**src/rtl/debounce_pkg.sv**
```systemverilog
// Shared definitions for the multi-channel button debouncer.
package debounce_pkg;

    typedef enum logic [1:0] {
        IDLE = 2'd0,
        WQ   = 2'd1,
        HELD = 2'd2,
        WR   = 2'd3
    } deb_state_t;

    // True when a counter of cnt_w bits can hold the largest of the three counts.
    function automatic bit cnt_w_fits(input int cnt_w, input int wait_cnt,
                                      input int repeat_dly, input int repeat_rate);
        longint limit;
        int     biggest;
        biggest = wait_cnt;
        if (repeat_dly > biggest) biggest = repeat_dly;
        if (repeat_rate > biggest) biggest = repeat_rate;
        limit = longint'(1) << cnt_w;
        return limit > longint'(biggest);
    endfunction

endpackage

```
**src/rtl/multi_btn_debounce_if.sv**
```systemverilog
// Button bundle between the board push-buttons and the game-control logic.
interface multi_btn_debounce_if #(
    parameter int N_BTN = 5
);
    logic [N_BTN-1:0] Btn;
    logic [N_BTN-1:0] Btn_level;
    logic [N_BTN-1:0] Btn_pulse;
    logic [N_BTN-1:0] Btn_rel_pulse;

    modport master (output Btn, input Btn_level, input Btn_pulse, input Btn_rel_pulse);
    modport slave  (input Btn, output Btn_level, output Btn_pulse, output Btn_rel_pulse);
endinterface

```
**src/rtl/debounce_channel.sv**
```systemverilog
// One debounce channel: 2-flop synchronizer, qualification FSM, press/release
// pulses and an optional auto-repeat counter while the button is held.
module debounce_channel
    import debounce_pkg::*;
#(
    parameter int WAIT_CNT    = 2000,
    parameter int REPEAT_DLY  = 12000,
    parameter int REPEAT_RATE = 3000,
    parameter int CNT_W       = 14,
    parameter bit REPEAT_EN   = 1'b0
) (
    input  logic clk,
    input  logic rst_n,
    input  logic btn,
    output logic level,
    output logic pulse,
    output logic rel_pulse
);

    localparam logic [CNT_W-1:0] WAIT_V   = CNT_W'(WAIT_CNT);
    localparam logic [CNT_W-1:0] DLY_V    = CNT_W'(REPEAT_DLY);
    localparam logic [CNT_W-1:0] RELOAD_V = CNT_W'(REPEAT_DLY - REPEAT_RATE + 1);
    localparam logic [CNT_W-1:0] ONE_V    = CNT_W'(1);

    logic             sync1;
    logic             sync2;
    deb_state_t       state;
    deb_state_t       next_state;
    logic [CNT_W-1:0] qual_cnt;
    logic [CNT_W-1:0] qual_cnt_next;
    logic [CNT_W-1:0] rep_cnt;
    logic [CNT_W-1:0] rep_cnt_next;
    logic             level_next;
    logic             pulse_next;
    logic             rel_next;

    // Bring the raw asynchronous button level into the clock domain.
    always_ff @(posedge clk or negedge rst_n) begin
        if (!rst_n) begin
            sync1 <= 1'b0;
            sync2 <= 1'b0;
        end else begin
            sync1 <= btn;
            sync2 <= sync1;
        end
    end

    // State register.
    always_ff @(posedge clk or negedge rst_n) begin
        if (!rst_n) begin
            state <= IDLE;
        end else begin
            state <= next_state;
        end
    end

    // Next state: any drop of the synchronized level during qualification restarts it.
    always_comb begin
        next_state = state;
        case (state)
            IDLE: begin
                if (sync2) next_state = WQ;
            end
            WQ: begin
                if (!sync2) next_state = IDLE;
                else if (qual_cnt == WAIT_V) next_state = HELD;
            end
            HELD: begin
                if (!sync2) next_state = WR;
            end
            WR: begin
                if (sync2) next_state = HELD;
                else if (qual_cnt == WAIT_V) next_state = IDLE;
            end
            default: next_state = IDLE;
        endcase
    end

    // Counter updates and next values of the registered outputs; pulses default low.
    always_comb begin
        qual_cnt_next = qual_cnt;
        rep_cnt_next  = rep_cnt;
        level_next    = level;
        pulse_next    = 1'b0;
        rel_next      = 1'b0;
        case (state)
            IDLE: begin
                if (sync2) qual_cnt_next = '0;
            end
            WQ: begin
                if (sync2) begin
                    if (qual_cnt == WAIT_V) begin
                        pulse_next   = 1'b1;
                        level_next   = 1'b1;
                        rep_cnt_next = '0;
                    end else begin
                        qual_cnt_next = qual_cnt + ONE_V;
                    end
                end
            end
            HELD: begin
                if (!sync2) begin
                    qual_cnt_next = '0;
                end else if (REPEAT_EN) begin
                    if (rep_cnt == DLY_V) begin
                        pulse_next   = 1'b1;
                        rep_cnt_next = RELOAD_V;
                    end else begin
                        rep_cnt_next = rep_cnt + ONE_V;
                    end
                end
            end
            WR: begin
                if (sync2) begin
                    rep_cnt_next = '0;
                end else if (qual_cnt == WAIT_V) begin
                    rel_next   = 1'b1;
                    level_next = 1'b0;
                end else begin
                    qual_cnt_next = qual_cnt + ONE_V;
                end
            end
            default: begin
                qual_cnt_next = '0;
            end
        endcase
    end

    // Counter and output registers.
    always_ff @(posedge clk or negedge rst_n) begin
        if (!rst_n) begin
            qual_cnt  <= '0;
            rep_cnt   <= '0;
            level     <= 1'b0;
            pulse     <= 1'b0;
            rel_pulse <= 1'b0;
        end else begin
            qual_cnt  <= qual_cnt_next;
            rep_cnt   <= rep_cnt_next;
            level     <= level_next;
            pulse     <= pulse_next;
            rel_pulse <= rel_next;
        end
    end

endmodule

```
**src/rtl/multi_btn_debounce.sv**
```systemverilog
// N independent button debouncers sharing one slow control clock.
module multi_btn_debounce
    import debounce_pkg::*;
#(
    parameter int               N_BTN       = 5,
    parameter int               WAIT_CNT    = 2000,
    parameter int               REPEAT_DLY  = 12000,
    parameter int               REPEAT_RATE = 3000,
    parameter logic [N_BTN-1:0] REPEAT_MASK = {N_BTN{1'b0}},
    parameter int               CNT_W       = 14
) (
    input logic                CLK,
    input logic                RESET_N,
    multi_btn_debounce_if.slave bus
);

    // Counters must never wrap and repeats must fit inside the initial delay.
    if (!cnt_w_fits(CNT_W, WAIT_CNT, REPEAT_DLY, REPEAT_RATE)) begin : g_cnt_w_check
        $error("multi_btn_debounce: CNT_W too narrow for WAIT_CNT/REPEAT_DLY/REPEAT_RATE");
    end
    if (REPEAT_RATE < 1 || REPEAT_RATE > REPEAT_DLY) begin : g_rate_check
        $error("multi_btn_debounce: REPEAT_RATE must be in 1..REPEAT_DLY");
    end

    logic [N_BTN-1:0] level_vec;
    logic [N_BTN-1:0] pulse_vec;
    logic [N_BTN-1:0] rel_vec;

    for (genvar g = 0; g < N_BTN; g++) begin : g_chan
        debounce_channel #(
            .WAIT_CNT    (WAIT_CNT),
            .REPEAT_DLY  (REPEAT_DLY),
            .REPEAT_RATE (REPEAT_RATE),
            .CNT_W       (CNT_W),
            .REPEAT_EN   (REPEAT_MASK[g])
        ) u_chan (
            .clk       (CLK),
            .rst_n     (RESET_N),
            .btn       (bus.Btn[g]),
            .level     (level_vec[g]),
            .pulse     (pulse_vec[g]),
            .rel_pulse (rel_vec[g])
        );
    end

    assign bus.Btn_level     = level_vec;
    assign bus.Btn_pulse     = pulse_vec;
    assign bus.Btn_rel_pulse = rel_vec;

endmodule

```
**src/flat_wrapper.sv**
```systemverilog
// flat-port wrapper written by rule: the top's interface ports become plain ports
module multi_btn_debounce_flat import debounce_pkg::*;
#(
    parameter int               N_BTN       = 5,
    parameter int               WAIT_CNT    = 2000,
    parameter int               REPEAT_DLY  = 12000,
    parameter int               REPEAT_RATE = 3000,
    parameter logic [N_BTN-1:0] REPEAT_MASK = {N_BTN{1'b0}},
    parameter int               CNT_W       = 14
)
  (CLK, RESET_N, bus_Btn, bus_Btn_level, bus_Btn_pulse, bus_Btn_rel_pulse);
  multi_btn_debounce_if #(.N_BTN(N_BTN)) bus_i ();
  input logic CLK;
  input logic RESET_N;
  input wire logic [$bits(bus_i.Btn)-1:0] bus_Btn;
  output wire logic [$bits(bus_i.Btn_level)-1:0] bus_Btn_level;
  output wire logic [$bits(bus_i.Btn_pulse)-1:0] bus_Btn_pulse;
  output wire logic [$bits(bus_i.Btn_rel_pulse)-1:0] bus_Btn_rel_pulse;
  assign bus_i.Btn = bus_Btn;
  assign bus_Btn_level = bus_i.Btn_level;
  assign bus_Btn_pulse = bus_i.Btn_pulse;
  assign bus_Btn_rel_pulse = bus_i.Btn_rel_pulse;
  multi_btn_debounce #(.N_BTN(N_BTN), .WAIT_CNT(WAIT_CNT), .REPEAT_DLY(REPEAT_DLY), .REPEAT_RATE(REPEAT_RATE), .REPEAT_MASK(REPEAT_MASK), .CNT_W(CNT_W)) u_core (.CLK(CLK), .RESET_N(RESET_N), .bus(bus_i));
endmodule
```
**config.mk**
```make
export PLATFORM = sky130hd
export DESIGN_NAME = multi_btn_debounce_flat
export DESIGN_NICKNAME = d
export VERILOG_FILES = /design/src/rtl/debounce_pkg.sv /design/src/rtl/multi_btn_debounce_if.sv /design/src/rtl/debounce_channel.sv /design/src/rtl/multi_btn_debounce.sv /design/src/flat_wrapper.sv
export SDC_FILE = /design/constraint.sdc
export NUM_CORES = 1
export LEC_CHECK = 0
export CAP_MARGIN = 20
export CORE_AREA = 2 2 140 142
export DETAILED_ROUTE_END_ITERATION = 7
export DIE_AREA = 0 0 142 144
export PLACE_DENSITY = 0.53
export SLEW_MARGIN = 20
export SYNTH_ARGS = -nofsm -noshare
export SYNTH_HDL_FRONTEND = slang
export SYNTH_SLANG_ARGS = --single-unit
```
**constraint.sdc**
```tcl
create_clock -name CLK -period 2 [get_ports CLK]
set_clock_uncertainty 0.1 [all_clocks]
set_input_delay 0.2 -clock CLK [delete_from_list [all_inputs] [get_ports CLK]]
set_output_delay 0.2 -clock CLK [all_outputs]
set_load 0.02 [all_outputs]
```
==> impl_metrics.toml <==
[global_routing]
grt_pass1_wl_um = 21900
grt_start_max_net_pins = 51
globalRouteOverflowTotal = 0
antenna_found_initial = 0
grt_pass1_vias = 4656
grt_usage = 0.131

[placement]
dp_cells = 890
numPortBuffers = 21
hpwlAfterDp_um = 8720
place.gp.congestion = 0.783
dp_slack_ns = -0.0526
dpl_cell_area_mm2 = 0.00649

[floorplan]
io_pins = 22
core_area_mm2 = 0.0191
initial_core_util = 0.291
dieArea_mm2 = 0.0204
die_w_um = 142
die_h_um = 144
num_rows = 51

[layout]
final_nets = 697
final_common_cell = "dfrtp_1"
area_growth_pct = 28.4
layout-drive-gt1-share = 0.255
most-common-layout-cells = "dfrtp_1, buf_4, nand2_1, o21ai_0, nand3_1"
fillers = 1909
stdcell_area_mm2 = 0.00713
final_cells = 923
diodes = 0

[synthesis]
synth_enable_flop_cells = 0
syn_avg_cell_area_um2 = 9.50
yosysWarningCount = 0
seq_area_frac_synth = 0.473
synth_cells = 584
syn_nets = 601
yosys_register_bits = 105
synthArstFlopShare = 1.00
synth-main-ff-cell = "dfrtp_1"
synth_cell_types = 61
synth_area_mm2 = 0.00555

[routing]
viasPerCell = 5.11
postRouteAntennaNets = 0
drt_iter0_drc = 244
routed_wl_um = 12900
wire_per_inst_um = 14.0
num_vias = 4714
firstDrtPassIters = 4
post-route-drc-count = 0

[clocking]
clkSinkCount = 105
cts_tree = "built"
clkTransAtPathRegs_ns = 0.07
clockBufferDepth = 2
cts-buffers-inserted = 9
cts-root-buf = "clkbuf_16"
htree_levels = 3
clkLatencyLatePin_ns = 0.35

[timing]
finalHoldViolations = 0
relSlewSlack = 0.707
period_needed_ns = 2.04
fin_ws_ns = -0.0401
slew_viol_final = 0
final-setup-viol-count = 2
clock.fmax_ghz = 0.490
fin_crit_sh = 1.02
rsz0062_at_grt = "true"
setup-tns-final_ns = -0.0554
tightest_slew_ns = 0.437

[setup_path]
cp-end-kind = "register"
start_kind = "register"
crit_type = "register to register"
cp.required_ns = 2.13
worstPathArrival_ns = 2.17
cp_max_fo = 4

[job]
cap_violations = 0

[power]
power_switching_mw = 1.18
swShare = 0.252
peakVddDrop_mv = 0.355
pwr-share-comb = 0.123
p_per_area_mw_per_mm2 = 654
power_frac_seq = 0.490
p_int_mw = 3.49
p_clk_frac = 0.387
leakage_nw = 3.12

[run_status]
violations = "negative setup slack"
outcome = "finished with violations"

[worst_hold_path]
hold_class = "input pin to register"
worst max-delay path: stages (launching register included):
cell and delay, ns:
dfrtp_1 0.42, inv_2 0.07, ha_1 0.12, or4b_4 0.48, o41ai_4 0.26, buf_4 0.19, nor4_1 0.05, a211o_1 0.23
final timing paths:
kind | slack [ns] | from | endpoint | cells after the start
max reg2reg | -0.04 | u_core.g_chan[3].u_chan.qual_cnt[0] | u_core.g_chan[3].u_chan.qual_cnt[3] | 7
min in group asynchronous | 0.22 | RESET_N | asynchronous set/reset pin | 2
min reg2reg | 0.25 | u_core.g_chan[4].u_chan.sync1 | u_core.g_chan[4].u_chan.sync2 | 0
max in group asynchronous | 0.90 | RESET_N | u_core.g_chan[2].u_chan.qual_cnt[9] | 3
min | 0.18 | bus_Btn[4] | u_core.g_chan[4].u_chan.sync1 | 1
max | -0.04 | u_core.g_chan[3].u_chan.qual_cnt[0] | u_core.g_chan[3].u_chan.qual_cnt[3] | 7
power groups by stage:
stage	sequential, mW	combinational, mW	clock [mW]
after detailed placement	2.32	0.519	0
after global routing	2.30	0.644	1.95
after global placement	2.31	0.502	0
after floorplan	2.32	0.250	0
after CTS	2.28	0.543	1.86
final	2.29	0.573	1.80
cells in the mapped netlist (8+ instances only):
| master | count | area share |
|---|---|---|
| nand3_1 | 35 | 0.032 |
| nand2b_1 | 12 | 0.014 |
| o21ai_0 | 59 | 0.053 |
| mux2i_1 | 10 | 0.018 |
| or4_1 | 14 | 0.019 |
| o311ai_0 | 8 | 0.013 |
| nand2_1 | 65 | 0.044 |
| clkbuf_1 | 12 | 0.0081 |
| buf_4 | 18 | 0.024 |
| inv_1 | 30 | 0.020 |
| nand4_1 | 10 | 0.011 |
| a22o_1 | 8 | 0.013 |
| or3_1 | 8 | 0.0090 |
| nor3_1 | 14 | 0.013 |
| xnor2_1 | 9 | 0.014 |
| dfrtp_1 | 105 | 0.47 |
| nor2_1 | 27 | 0.018 |
| a21oi_1 | 13 | 0.012 |
| nor4_1 | 12 | 0.014 |
| ha_1 | 10 | 0.023 |
final cells by class:
cell class	instances	area, um2	share of cell area
Timing Repair Buffer	120	998	0.140
Clock buffer	11	243	0.0341
Sequential cell	105	2630	0.369
Multi-Input combinational cell	413	2790	0.391
Inverter	31	116	0.0163
Tap cell	238	298	0.0418
Clock inverter	5	55.1	0.00772
registers in the layout (all words and copies together) (netlist names), named ones only:
signal and count:
u_core.g_chan.u_chan.rel_pulse 5, u_core.g_chan.u_chan.state 5, u_core.g_chan.u_chan.sync2 5, u_core.g_chan.u_chan.level 5, u_core.g_chan.u_chan.sync1 5, u_core.g_chan.u_chan.qual_cnt 70, u_core.g_chan.u_chan.pulse 5
per-stage QoR:
stage               power, mW  hold WS, ns   util
floorplan                2.57       -0.196      -
global placement         2.82       0.0592  0.340
detailed placement       2.84       0.0576  0.340
CTS                      4.68        0.166  0.362
global route             4.89        0.183  0.374
finish                   4.66        0.178  0.374
cells by family after synthesis:
kind of cell | share of synthesized area
adders and majority gates | 0.0225
muxes | 0.0241
buffers and inverters | 0.0588
DFF | 0.473
xor gates and xnor gates | 0.0174
and+or+nand+nor | 0.253
AOI/OAI and AO/OA | 0.151
layer usage:
| metal | up-vias | global-route usage | part of all wire |
|---|---|---|---|
| met2 | 65 | 0.228 | 0.48 |
| li1 | 2314 | - | - |
| met3 | 16 | 0.0321 | 0.029 |
| met5 | - | 0 | 0 |
| met1 | 2319 | 0.161 | 0.47 |
| met4 | 0 | 0.0411 | 0.013 |
what timing repair did:
| item | 4_1_cts | 5_1_grt |
|---|---|---|
| hold endpoints to repair | 27 | 0 |
| pin swaps | 2 | 19 |
| endpoints found under the setup margin | 24 | 53 |
| gates resized for setup | 14 | 57 |
| hold buffers | 1 | 0 |
| cloned | 0 | 2 |
| setup buffers | 7 | 7 |
Power figures use the tool's default switching activity.
